[src/rtl/coriolis_ker1_subker1_obuf.sv]
// Elastic FWFT output buffer behind the coriolis sub-kernel-1 divider.
// Registers iready to cut the combinational ready path, and keeps sticky inf/NaN flags and a delivered-word count.
module coriolis_ker1_subker1_obuf #(
  parameter int STREAMW = 34,
  parameter int DEPTH   = 4,
  parameter int CNTW    = 32
) (
  input  logic                       clk,
  input  logic                       rst,
  input  logic                       ivalid_in1_s0,
  input  logic [STREAMW-1:0]         in1_s0,
  output logic                       iready,
  output logic                       ovalid,
  output logic [STREAMW-1:0]         out1_s0,
  input  logic                       oready,
  input  logic                       clr_flags,
  output logic                       exc_inf,
  output logic                       exc_nan,
  output logic [$clog2(DEPTH):0]     occupancy,
  output logic [CNTW-1:0]            nout
);

  localparam int AW = $clog2(DEPTH);
  localparam int OW = AW + 1;
  localparam logic [OW-1:0] FULL_OCC = OW'(DEPTH);
  localparam logic [1:0] EXC_INF = 2'b10;
  localparam logic [1:0] EXC_NAN = 2'b11;

  logic [AW-1:0]      wr_ptr_reg, wr_ptr_next;
  logic [AW-1:0]      rd_ptr_reg, rd_ptr_next;
  logic [OW-1:0]      occ_reg, occ_next;
  logic               iready_reg, iready_next;
  logic               inf_reg, inf_next;
  logic               nan_reg, nan_next;
  logic [CNTW-1:0]    nout_reg, nout_next;

  logic               wr;
  logic               rd;
  logic [1:0]         exc_field;
  logic [DEPTH-1:0]   wr_sel;
  logic [STREAMW-1:0] mem [DEPTH];

  assign exc_field = in1_s0[STREAMW-1 -: 2];
  assign wr        = ivalid_in1_s0 & iready_reg;
  assign rd        = (occ_reg != '0) & oready;

  always_comb begin
    wr_ptr_next = wr_ptr_reg;
    rd_ptr_next = rd_ptr_reg;
    occ_next    = occ_reg;
    nout_next   = nout_reg;
    if (wr) wr_ptr_next = wr_ptr_reg + AW'(1);
    if (rd) begin
      rd_ptr_next = rd_ptr_reg + AW'(1);
      nout_next   = nout_reg + CNTW'(1);
    end
    case ({wr, rd})
      2'b10:   occ_next = occ_reg + OW'(1);
      2'b01:   occ_next = occ_reg - OW'(1);
      default: occ_next = occ_reg;
    endcase
    // Ready looks at next-cycle occupancy so it is a pure register output.
    iready_next = (occ_next != FULL_OCC);
    // A flag-setting write beats a same-cycle clear.
    inf_next = (inf_reg & ~clr_flags) | (wr & (exc_field == EXC_INF));
    nan_next = (nan_reg & ~clr_flags) | (wr & (exc_field == EXC_NAN));
  end

  always_ff @(posedge clk or negedge rst) begin
    if (!rst) begin
      wr_ptr_reg <= '0;
      rd_ptr_reg <= '0;
      occ_reg    <= '0;
      iready_reg <= 1'b0;
      inf_reg    <= 1'b0;
      nan_reg    <= 1'b0;
      nout_reg   <= '0;
    end else begin
      wr_ptr_reg <= wr_ptr_next;
      rd_ptr_reg <= rd_ptr_next;
      occ_reg    <= occ_next;
      iready_reg <= iready_next;
      inf_reg    <= inf_next;
      nan_reg    <= nan_next;
      nout_reg   <= nout_next;
    end
  end

  for (genvar gi = 0; gi < DEPTH; gi++) begin : g_wr_sel
    assign wr_sel[gi] = wr & (wr_ptr_reg == AW'(gi));
  end

  // Storage has no reset; stale entries are hidden by the empty mask below.
  always_ff @(posedge clk) begin
    for (int i = 0; i < DEPTH; i++) begin
      if (wr_sel[i]) mem[i] <= in1_s0;
    end
  end

  assign iready    = iready_reg;
  assign ovalid    = (occ_reg != '0);
  assign out1_s0   = ovalid ? mem[rd_ptr_reg] : '0;
  assign exc_inf   = inf_reg;
  assign exc_nan   = nan_reg;
  assign occupancy = occ_reg;
  assign nout      = nout_reg;

endmodule

[config.mk]
export PLATFORM = sky130hd
export DESIGN_NAME = coriolis_ker1_subker1_obuf
export DESIGN_NICKNAME = d
export VERILOG_FILES = /design/src/rtl/coriolis_ker1_subker1_obuf.sv
export SDC_FILE = /design/constraint.sdc
export NUM_CORES = 1
export LEC_CHECK = 0
export BUFFER_PORTS_ARGS = -buffer_cell sky130_fd_sc_hd__buf_2
export CAP_MARGIN = 30
export CORE_UTILIZATION = 41
export DETAILED_ROUTE_END_ITERATION = 6
export SKIP_LAST_GASP = 1
export SYNTH_ARGS = -nofsm -noshare
export SYNTH_HDL_FRONTEND = slang
export SYNTH_SLANG_ARGS = --single-unit
[constraint.sdc]
create_clock -name clk -period 2.2 [get_ports clk]
set_input_delay 0.11 -clock clk [delete_from_list [all_inputs] [get_ports clk]]
set_output_delay 0.11 -clock clk [all_outputs]
set_load 0.02 [all_outputs]
==> impl_metrics.yaml <==
yosys:
  netlist_area_sq_mm: 0.007158
  synth_ff_type: "edfxtp_1"
  syn_nets: 439
  ys_warn_count: 0
  async_flop_share: 0.2360
  ys_seq_area_frac: 0.7174
  avgSynthCellArea_sq_um: 18.21
  synth_seq_cells: 178
  synth_edf_count: 136
  synthDistinctLibCells: 35
  postSynthCellCount: 393
detailed_routing:
  first_iter_violations: 154
  drt-pass1-iter-count: 4
  route.detailed.drc: 0
  via_count: 3873
  wire_per_inst_um: 17.00
  routed_via_density: 4.909
  ant_nets: 0
  wl_um: 13420
worst_setup_path:
  critPathMaxFanout: 24
  arrival_ns: 1.95
  path_cells: "buf_12, mux4_2, nor2b_1, buf_2"
  startpoint_type: "register"
  worstPathRequired_ns: 2.09
  setup.worst_path.end_class: "primary output"
  reg2reg_from: "occupancy[0]$_DFF_PN0_"
  startpoint: "rd_ptr_reg[0]$_DFFE_PN0P_"
  path_class: "register to primary output"
  critPathSlowestCell: "mux4_2"
  max_stage_delay_ns: 0.55
placed_design:
  portBuffers: 111
  post-place-cells: 721
  place_congestion: 0.7773
  hpwl_um: 8245
  pre_cts_slack_ns: 0.2815
  placed_cell_area_sq_mm: 0.008075
power:
  irDropWorstVdd_uv: 769.3
  leakage_nw: 3.586
  clkPwrFrac: 0.277
  power_density_mw_per_mm2: 1286
  power_frac_comb: 0.336
  p_sw_frac: 0.3155
  power_frac_seq: 0.387
  cellInternalPower_mw: 7.994
  netSwitchingPower_mw: 3.685
floorplanning:
  fp.dieArea_sq_mm: 0.01799
  die_w_um: 134.1
  core_area_sq_mm: 0.01682
  pin_count: 112
  fp.dieH_um: 134.1
  initial_core_util: 0.4256
  rows: 47
clock_network:
  insertion_delay_ns: 0.42
  clk_pin_slew_ns: 0.07
  clock-sinks: 178
  cts_buffer_depth: 2
  cts_resized: 0
  root_buffer: "clkbuf_16"
  cts_buffers: 17
  cts_tree: "yes"
  htree_levels: 4
timing:
  finalCriticalPeriod_ns: 2.062
  finalCritPeriodShare: 0.9373
  setup_tns_ns: 0
  setup_slack_ns: 0.1380
  rsz0062_at_grt: "false"
  drv_slew: 0
  clock.fmax_mhz: 485.0
  tightest_slew_ns: 0.5067
  slew-limit-headroom: 0.6622
  hold_viol_final: 0
  fin_skew_ns: 0.007162
  finalSetupViolCount: 0
layout:
  nets: 603
  largest_register_ffs: 136
  final_core_util: 0.5401
  num_antenna_cells: 0
  fillers: 1416
  final_cell_area_sq_mm: 0.009084
  syn_to_final_growth_pct: 26.90
  layout-drive-gt1-share: 0.3638
  final_cells: 789
min_path:
  worstHoldPathType: "input pin to register"
  min_from: "ivalid_in1_s0"
grt:
  antenna_found_initial: 0
  grt_overflow: 0
  grt_max_degree: 36
  grt_pass1_wl_um: 21460
  grt_usage: 0.1617
  grt_pass1_vias: 4063
run:
  max_cap_violations: 0
run_status:
  status: "finished clean"
## metrics by stage
stage	total power [mW]	hold WS, ns
3_3_place_gp	8.506	0.1078
2_1_floorplan	7.198	-0.1856
6_report	11.68	0.06218
3_5_place_dp	8.581	0.1135
4_1_cts	11.88	0.03422
5_1_grt	12.27	0.08606
## Yosys cell counts (2+ instances only)
cell      instances  area share
nand3_1          10      0.0070
dfrtp_1          42        0.15
xor2_1           22       0.027
buf_4             4      0.0042
nand2_1          15      0.0079
clkbuf_1          4      0.0021
nor3_1            9      0.0063
inv_1            12      0.0063
and2_1            2      0.0017
ha_1              6       0.010
xnor2_1          15       0.018
nor2_1           10      0.0052
mux2_2            2      0.0031
and3_2            2      0.0021
mux4_2           34        0.11
nand4_1           2      0.0017
nand4_4           2      0.0059
and4_1            3      0.0037
o22ai_1           2      0.0017
edfxtp_1        136        0.57
nor2b_1          34       0.030
buf_2             4      0.0028
nor3_2            2      0.0028
and3_1            7      0.0061
buf_6             2      0.0031
## path summary, 6_finish.rpt
kind,cells past startpoint,end,slack (ns)
max in group asynchronous,3,rd_ptr_reg[1]$_DFFE_PN0P_,1.33
worst min-delay path,3,exc_inf$_DFF_PN0_,0.06
worst min register to register,1,nout[31]$_DFFE_PN0P_,0.48
worst max-delay path,4,out1_s0[1],0.14
min in group asynchronous,2,nout[27]$_DFFE_PN0P_,0.19
worst max register to register,8,iready$_DFF_PN0_,0.28
## power by group through the flow
stage / Sequential [mW] / Combinational [mW] / Clock (mW)
final: 4.52 / 3.92 / 3.24
after global routing: 4.59 / 4.27 / 3.41
after CTS: 4.53 / 4.05 / 3.30
after detailed placement: 4.60 / 3.98 / 0
after global placement: 4.56 / 3.95 / 0
after floorplan: 4.64 / 2.56 / 0
## worst max-delay path: cells and delay by family, from the launching register on
| family | cells | cell delay, ns |
|---|---|---|
| multiplexers | 1 | 0.55 |
| AND/OR/NAND/NOR | 1 | 0.15 |
| buffers and inverters | 2 | 0.41 |
| flip-flops | 1 | 0.41 |
## area by class of cell
class	count	area (sq um)	area share
inverter	12	45.04	0.004959
clock inverter	13	209.0	0.02300
tap	220	275.3	0.03030
clock buffer	18	429.2	0.04725
multi-input combinational	188	1897	0.2088
timing repair buffer	160	1091	0.1201
sequential	178	5137	0.5656
## repair_timing
| action | 4_1_cts | 5_1_grt |
|---|---|---|
| endpoints found under the hold margin | 160 | 0 |
| hold buffers | 37 | 0 |
| setup buffers | 0 | 0 |
## layout by cell type, fill, tap and decap left out, types with 8 or more instances in the layout
cell type,Yosys,routed
xnor2_1,15,15
nor2_1,10,10
mux4_2,34,34
xor2_1,22,22
dlygate4sd3_1,0,37
nor2b_1,34,34
clkbuf_16,0,17
dfrtp_1,42,40
nand2_1,15,15
inv_1,12,12
buf_2,4,111
edfxtp_1,136,136
nor3_1,9,8
nand3_1,10,10
## cells by family (layout without fill, tap and decap cells)
| family | Yosys count | after routing | share of synthesized area |
|---|---|---|---|
| AND/OR/NAND/NOR | 104 | 104 | 0.09037 |
| adder cells (fa/ha/maj) | 7 | 7 | 0.01328 |
| flip-flops | 178 | 178 | 0.7174 |
| XOR/XNOR | 37 | 37 | 0.04527 |
| buffers and inverters | 27 | 203 | 0.01905 |
| AO/OA/AOI/OAI | 3 | 3 | 0.003146 |
| multiplexers | 37 | 37 | 0.1115 |
## layer usage
layer,vias up,track usage,part of all wire
li1,1809,-,-
met1,1954,0.2052,0.45
met2,98,0.2680,0.49
met3,12,0.04308,0.047
met4,0,0.05805,0.013
met5,-,0,0
Note: power is estimated with default switching activity, not from simulation.
